File: src/rtl/dram_axi_master.sv
// Single-outstanding initiator for the simplified AXI-style DRAM channel.
// One core command becomes one AR/R or AW/W/B sequence and ends with a one-cycle result pulse.
module dram_axi_master #(
    parameter int ADDR_W     = 13,
    parameter int DATA_W     = 64,
    parameter int AXI_ADDR_W = 32
) (
    input  logic                  clk,
    input  logic                  rst_n,
    input  logic                  in_valid,
    input  logic                  in_rw,
    input  logic [ADDR_W-1:0]     in_addr,
    input  logic [DATA_W-1:0]     in_wdata,
    output logic                  busy,
    output logic                  out_valid,
    output logic [DATA_W-1:0]     out_rdata,
    output logic [1:0]            out_resp,
    output logic                  AR_VALID,
    output logic [AXI_ADDR_W-1:0] AR_ADDR,
    input  logic                  AR_READY,
    input  logic                  R_VALID,
    input  logic [DATA_W-1:0]     R_DATA,
    input  logic [1:0]            R_RESP,
    output logic                  R_READY,
    output logic                  AW_VALID,
    output logic [AXI_ADDR_W-1:0] AW_ADDR,
    input  logic                  AW_READY,
    output logic                  W_VALID,
    output logic [DATA_W-1:0]     W_DATA,
    input  logic                  W_READY,
    input  logic                  B_VALID,
    input  logic [1:0]            B_RESP,
    output logic                  B_READY
);

    typedef enum logic [2:0] {
        S_IDLE, S_AR, S_R, S_AW, S_W, S_B, S_DONE
    } state_t;

    state_t                  r_state;
    logic [DATA_W-1:0]       r_wdata;
    logic [AXI_ADDR_W-1:0]   w_addr;

    assign w_addr = {{(AXI_ADDR_W-ADDR_W){1'b0}}, in_addr};

    // Every channel output is written only here, so each one is a flop and reset clears it at once.
    always_ff @(posedge clk or negedge rst_n) begin
        if (!rst_n) begin
            r_state   <= S_IDLE;
            r_wdata   <= '0;
            busy      <= 1'b0;
            out_valid <= 1'b0;
            out_rdata <= '0;
            out_resp  <= '0;
            AR_VALID  <= 1'b0;
            AR_ADDR   <= '0;
            R_READY   <= 1'b0;
            AW_VALID  <= 1'b0;
            AW_ADDR   <= '0;
            W_VALID   <= 1'b0;
            W_DATA    <= '0;
            B_READY   <= 1'b0;
        end else begin
            case (r_state)
                S_IDLE: begin
                    if (in_valid) begin
                        r_wdata <= in_wdata;
                        busy    <= 1'b1;
                        if (in_rw) begin
                            AW_VALID <= 1'b1;
                            AW_ADDR  <= w_addr;
                            r_state  <= S_AW;
                        end else begin
                            AR_VALID <= 1'b1;
                            AR_ADDR  <= w_addr;
                            r_state  <= S_AR;
                        end
                    end
                end
                S_AR: begin
                    if (AR_READY) begin
                        AR_VALID <= 1'b0;
                        AR_ADDR  <= '0;
                        R_READY  <= 1'b1;
                        r_state  <= S_R;
                    end
                end
                S_R: begin
                    if (R_VALID) begin
                        R_READY   <= 1'b0;
                        out_valid <= 1'b1;
                        out_rdata <= R_DATA;
                        out_resp  <= R_RESP;
                        r_state   <= S_DONE;
                    end
                end
                S_AW: begin
                    if (AW_READY) begin
                        AW_VALID <= 1'b0;
                        AW_ADDR  <= '0;
                        W_VALID  <= 1'b1;
                        W_DATA   <= r_wdata;
                        r_state  <= S_W;
                    end
                end
                S_W: begin
                    if (W_READY) begin
                        W_VALID <= 1'b0;
                        W_DATA  <= '0;
                        B_READY <= 1'b1;
                        r_state <= S_B;
                    end
                end
                S_B: begin
                    if (B_VALID) begin
                        B_READY   <= 1'b0;
                        out_valid <= 1'b1;
                        out_rdata <= '0;
                        out_resp  <= B_RESP;
                        r_state   <= S_DONE;
                    end
                end
                S_DONE: begin
                    out_valid <= 1'b0;
                    out_rdata <= '0;
                    out_resp  <= '0;
                    busy      <= 1'b0;
                    r_state   <= S_IDLE;
                end
                default: r_state <= S_IDLE;
            endcase
        end
    end

endmodule
File: config.mk
export PLATFORM = sky130hd
export DESIGN_NAME = dram_axi_master
export DESIGN_NICKNAME = d
export VERILOG_FILES = /design/src/rtl/dram_axi_master.sv
export SDC_FILE = /design/constraint.sdc
export NUM_CORES = 1
export LEC_CHECK = 0
export BUFFER_PORTS_ARGS = -buffer_cell sky130_fd_sc_hd__buf_2
export CAP_MARGIN = 20
export CORE_ASPECT_RATIO = 1.4
export CORE_MARGIN = 8
export CORE_UTILIZATION = 50
export DETAILED_ROUTE_END_ITERATION = 10
export PLACE_DENSITY = 0.81
export SLEW_MARGIN = 40
export SYNTH_ARGS = -nofsm -noshare
export SYNTH_HDL_FRONTEND = slang
export SYNTH_SLANG_ARGS = --single-unit
export TNS_END_PERCENT = 20
File: constraint.sdc
create_clock -name clk -period 2.2 [get_ports clk]
set_input_delay 0.44 -clock clk [delete_from_list [all_inputs] [get_ports clk]]
set_output_delay 0.44 -clock clk [all_outputs]
set_load 0.02 [all_outputs]
## Yosys cells after proc, flatten, opt, wreduce, memory -nomap -nowiden

Index checks and enable logic that the tools add are counted.

| storage, ports and cells | value |
|---|---|
| logic and storage cells | 92 |
| input port bits | 154 |
| register bits | 268 |
| output and inout port bits | 201 |

| operators by class | value |
|---|---|
| reduce and logical (&&, ||, !) cells | 17 |
| equality and inequality tests | 14 |
| mux-type cells | 47 |

Operators by type and width:

| kind | count |
|---|---|
| 64-bit 2-to-1 mux | 4 |
| 32-bit 2-to-1 mux | 6 |
| 64-bit case mux with 3 select lines | 1 |
| 32-bit case mux with 2 select lines | 2 |
| 64-bit case mux with 2 select lines | 1 |
| 3-bit 2-to-1 mux | 6 |
| 3-bit case mux with 6 select lines | 1 |
| 2-bit inequality test (second input constant) | 8 |
| 1-bit 2-to-1 mux | 15 |
| 1-bit case mux with 2 select lines | 6 |
| 3-bit AND reduction | 4 |
| 2-bit nonzero test | 6 |
| 3-bit equality test (second input constant) | 3 |
| 4-bit AND reduction | 2 |
| 3-bit by 2-bit equality test with 1-bit output (second input constant) | 2 |
| 2-bit 2-to-1 mux | 3 |
| 2-bit case mux with 3 select lines | 1 |
| 6-bit AND reduction | 1 |
| 2-bit AND reduction | 2 |
| 3-bit by 1-bit equality test with 1-bit output (second input constant) | 1 |
| 3-bit zero test | 1 |
| 1-bit case mux with 3 select lines | 1 |
| 3-bit nonzero test | 1 |

## Logic depth before layout (Yosys ltp)

| logic depth | value |
|---|---|
| word-level depth | 3 |
| mapped depth | 6 |
| mapped depth without buffers | 3 |

## Worst setup path after synthesis

Ideal clock, no wire load.

| timing | value |
|---|---|
| path type | reg2reg |
| start point | reg r_state[0] |
| end point | reg r_wdata[10] |
| cell stages (with the launch flop) | 5 |
| period minus slack after synthesis | 1536 ps |
| arrival time | 1412 ps |
| setup time | 125 ps |
| required time | 2075 ps |
| path buffers | 2 |
| slack | 664 ps |
| cell sequence | dfrtp_1 -> nor4b_2 -> buf_4 -> buf_4 -> mux2_2 |

| on the way | value |
|---|---|
| longest elaborated chain between the ends | 2 |

RTL lines:

| element | RTL line | RTL |
|---|---|---|
| from (decl) | 40 | `state_t r_state;` |
| from (signal assigned) | 49 | `r_state <= S_IDLE;` |
| from (signal assigned) | 72 | `r_state <= S_AW;` |
| from (signal assigned) | 76 | `r_state <= S_AR;` |
| 3-bit zero test | 64 | `case (r_state)` |
| 2-bit AND reduction (no line) | - |  |
| to (signal assigned) | 67 | `r_wdata <= in_wdata;` |
| to (decl) | 41 | `logic [DATA_W-1:0] r_wdata;` |

No other way between the ends.
A chain may end at the register's enable or synchronous reset.

## Worst setup path in the final report

| timing | value |
|---|---|
| start point | reg r_state[1] |
| end point | reg out_rdata[4] |

| on the way | value |
|---|---|
| longest elaborated chain between the ends | 3 |
| elaborated cells between the ends (all ways) | 8 |
| those cells by class | eq/ne (5); mux (1); reduce/logical (2) |

RTL lines:

| element | RTL line | RTL |
|---|---|---|
| 3-bit equality test or 3-bit by 2-bit equality test with 1-bit output (tied branches) | 64 |  |
| 2-bit inequality test (no line) or 3-bit nonzero test (tied branches) | - |  |
| 3-bit AND reduction (no line) | - |  |
| to (signal assigned) | 53 | `out_rdata <= '0;` |
| to (signal assigned) | 92 | `out_rdata <= R_DATA;` |
| to (signal assigned) | 118 | `out_rdata <= '0;` |
| to (decl) | 16 | `output logic [DATA_W-1:0] out_rdata,` |

Several ways; a longest one is shown, not always the timed one.

==> metrics <==
number of diodes=0; Detail Route Antenna Nets=0; sequence of cells on the critical path=buf_4, nand4b_1, and3_4, buf_12, o31ai_1; type of the most critical hold path=in2reg; io pins=355; nets=roughly 1200; required time of the worst setup path=2.59 ns; arrival time at the worst endpoint=about 2.2 ns; post-route setup TNS=0 ns; proportion of layout cells with a drive suffix above 1=0.467; Die X-Extent=between 100 and 150 um; sort of element at the start of the critical path=flip-flop; sequential element share of the synthesized area=0.590; Warnings, synthesis=0; post-synthesis to final-layout area growth=25.6%; post-synthesis cell type with the largest combined area=sky130_fd_sc_hd__dfrtp_1; Clock Tree Root=sky130_fd_sc_hd__clkbuf_16; first drt pass iteration count=4; Avg Vias per Cell=roughly 5.5; count of flip-flops with a built-in enable after synthesis=0; wire length of the first global-routing pass=41.6 mm; metal2 WL=around 13 mm; post-detail-place hpwl=18.6 mm; Peak Freq=541 MHz; standard-cell rows=60; total detailed-routing wirelength=~26 mm; Post-Syn Instances=746; final hold vios=0; fill cell total of the finished layout=approximately 1500; register cell area after layout=5760 um2; count of unresolved DRC violations after routing=0; residual overflow from global routing=0; most numerous cell types in the synthesized netlist=sky130_fd_sc_hd__dfrtp_1 (230), sky130_fd_sc_hd__a22o_1 (90), sky130_fd_sc_hd__inv_1 (67); Avg Inst Size Synth=13.1 um2; Final Critical Period=1.85 ns; TritonCTS Buffers=22; average detailed-routed wire length per instance=20.2 um; clock tree sinks=230; clock tree from TritonCTS=built; post-CTS resize count=0; remaining max-slew budget at the tightest pin=0.631; pwr/cell area=~1500 nW/um2; Skew-Pair Late Insertion Delay=0.50 ns; final setup vio count=0; routed length on met3=2.38 mm; Port Buffer Count=316; peak supply drop=about 0.0010 V; antenna violations before repair=1; clock-pin slew on the worst setup and hold paths=0.07 ns; leakage=0.00641 uW; kind of end point of the critical path=flip-flop; metal1 wirelength=10.2 mm; fraction of synthesis flops using an asynchronous set or reset pin=1.00; worst hold margin=0.167 ns; RSZ-0062 raised after global routing=false; count of cells along the worst register-to-register path=5; Seq cells post-synth=230; cell with the largest stage delay on the worst path=sky130_fd_sc_hd__dfrtp_1; largest net degree at the start of global routing=66; Max stage delay on crit path=0.42 ns; area of the multi-input gates=3220 um2; number of max-capacitance violations reported=0; run status=completed; flop2flop setup slack=between 0.3 and 0.4 ns; CTS H-Tree Depth=1; most frequently used flop master after synthesis=sky130_fd_sc_hd__dfrtp_1; netlist area before placement=9760 um2; via count=a little over 7000; Cells on Worst Hold Path=2; y dimension of the die=about 180 um; Synth cell types=45; area share of the largest cell type after synthesis=0.590; most common cell in the synthesized netlist=sky130_fd_sc_hd__dfrtp_1; starting utilization of the core area=0.508; maximum clock skew at final layout=0.0118 ns; clk buf depth=3; Die ar.=24300 um2; first-iteration detailed-routing DRC count=slightly above 400; Crit path max-delay family=simple AND/OR/NAND/NOR gates; post-CTS setup repair buffer count=0; Routability Congestion=a little under 0.8; area of the placeable core=approximately 19000 um2; total global routing track utilization=0.208; Critical path buffers and inverters=2; Util after Layout=0.638; transition time at the pin with the least slew margin=roughly 0.55 ns; Max Used Layer=met5; crit-path max FO=between 40 and 50; via count of the first global-routing pass=7480; crit path kind=reg2reg; Final Cycle Share=0.841; final count of pins violating max slew=0; WP depth=5; top area cells in the synthesized netlist=sky130_fd_sc_hd__dfrtp_1 (59%), sky130_fd_sc_hd__a22o_1 (8.1%), sky130_fd_sc_hd__mux2_2 (7.6%), sky130_fd_sc_hd__o31ai_2 (5.1%), sky130_fd_sc_hd__nand4_1 (4.1%)
[worst register-to-register path, stage by stage, from the launching register on]
cell                       delay, ns
sky130_fd_sc_hd__dfrtp_1        0.42
sky130_fd_sc_hd__buf_4          0.23
sky130_fd_sc_hd__nand4b_1       0.28
sky130_fd_sc_hd__and3_4         0.28
sky130_fd_sc_hd__buf_12         0.20
sky130_fd_sc_hd__o31ai_1        0.33
[worst paths after layout]
path | from | to
max | r_state[1]$_DFFE_PN0P_ | out_rdata[4]$_DFFE_PN0P_
min | in_addr[5] | AR_ADDR[5]$_DFFE_PN0P_
max reg2reg | r_state[1]$_DFFE_PN0P_ | out_rdata[4]$_DFFE_PN0P_
min reg2reg | AW_VALID$_DFFE_PN0P_ | AW_VALID$_DFFE_PN0P_
max in group asynchronous | rst_n | W_DATA[61]$_DFFE_PN0P_
min in group asynchronous | rst_n | r_wdata[28]$_DFFE_PN0P_
[cells by family after synthesis]
logic type | count (synthesis) | synth area share
AO/OA/AOI/OAI | 180 | 0.171
other | 1 | 0.000384
AND/OR/NAND/NOR | 96 | 0.0642
buffers and inverters | 171 | 0.0969
flip-flops | 230 | 0.590
multiplexers | 68 | 0.0782
[state kept, by name (all words and copies together) (netlist names)]
name,flops
out_valid,1
W_VALID,1
AW_VALID,1
r_state,3
out_resp,2
R_READY,1
W_DATA,64
out_rdata,64
AR_VALID,1
B_READY,1
r_wdata,64
AW_ADDR,13
AR_ADDR,13
busy,1
[area by class of cell]
| type | count | share of cell area |
|---|---|---|
| Timing Repair Buffer | 345 | 0.159 |
| Multi-Input combinational cell | 382 | 0.263 |
| Clock inverter | 13 | 0.0143 |
| Clock buffer | 26 | 0.0487 |
| Tap cell | 248 | 0.0253 |
| Sequential cell | 230 | 0.469 |
| Inverter | 67 | 0.0205 |
[per-stage QoR]
stage          cell area [um2]  std cells  power [uW]  setup slack (ns)
3_5_place_dp             11500       1271       15000             0.325
3_3_place_gp             11500       1271       14700             0.357
6_report                 12300       1311       18900             0.350
5_1_grt                  12300       1311       19900             0.287
4_1_cts                  12300       1311       19100             0.356
2_1_floorplan             9900        783       12500             0.664
[power breakdown]
part	leakage (uW)	internal (uW)	switching (uW)
clock	0.000381	2420	1590
sequential	0.00287	6080	1030
combinational	0.00315	3210	4590
[cell usage in the layout (no fill, tap or decap), types with 2 or more instances in the layout]
cell and n:
sky130_fd_sc_hd__buf_2 315, sky130_fd_sc_hd__mux2_2 66, sky130_fd_sc_hd__a211o_1 2, sky130_fd_sc_hd__bufinv_16 4, sky130_fd_sc_hd__o31ai_1 24, sky130_fd_sc_hd__conb_1 38
sky130_fd_sc_hd__nor3b_1 2, sky130_fd_sc_hd__nand2_1 5, sky130_fd_sc_hd__a2bb2oi_1 2, sky130_fd_sc_hd__o2bb2ai_1 2, sky130_fd_sc_hd__nand3b_1 3, sky130_fd_sc_hd__nand4_1 64
sky130_fd_sc_hd__mux2i_1 2, sky130_fd_sc_hd__o22ai_1 2, sky130_fd_sc_hd__buf_4 17, sky130_fd_sc_hd__a21oi_1 6, sky130_fd_sc_hd__a22o_1 90, sky130_fd_sc_hd__o31ai_2 40
sky130_fd_sc_hd__and3_1 3, sky130_fd_sc_hd__nand2b_1 3, sky130_fd_sc_hd__buf_12 11, sky130_fd_sc_hd__nor2_1 4, sky130_fd_sc_hd__and4b_1 2, sky130_fd_sc_hd__clkinv_2 6
sky130_fd_sc_hd__a21o_1 3, sky130_fd_sc_hd__clkinv_4 2, sky130_fd_sc_hd__clkbuf_1 2, sky130_fd_sc_hd__inv_1 67, sky130_fd_sc_hd__dfrtp_1 230, sky130_fd_sc_hd__and2_1 2
sky130_fd_sc_hd__clkbuf_16 23
[timing repair]
| action | CTS | global route |
|---|---|---|
| setup endpoints to repair | 0 | 0 |
| endpoints found under the hold margin | 50 | 0 |
| hold buffers | 1 | 0 |
[metal layers]
metal,vias to the layer above,global-route usage
li1,3242,-
met5,-,0
met1,3622,0.252
met3,41,0.0636
met2,330,0.354
met4,2,0.0509
Power figures use the tool's default switching activity.
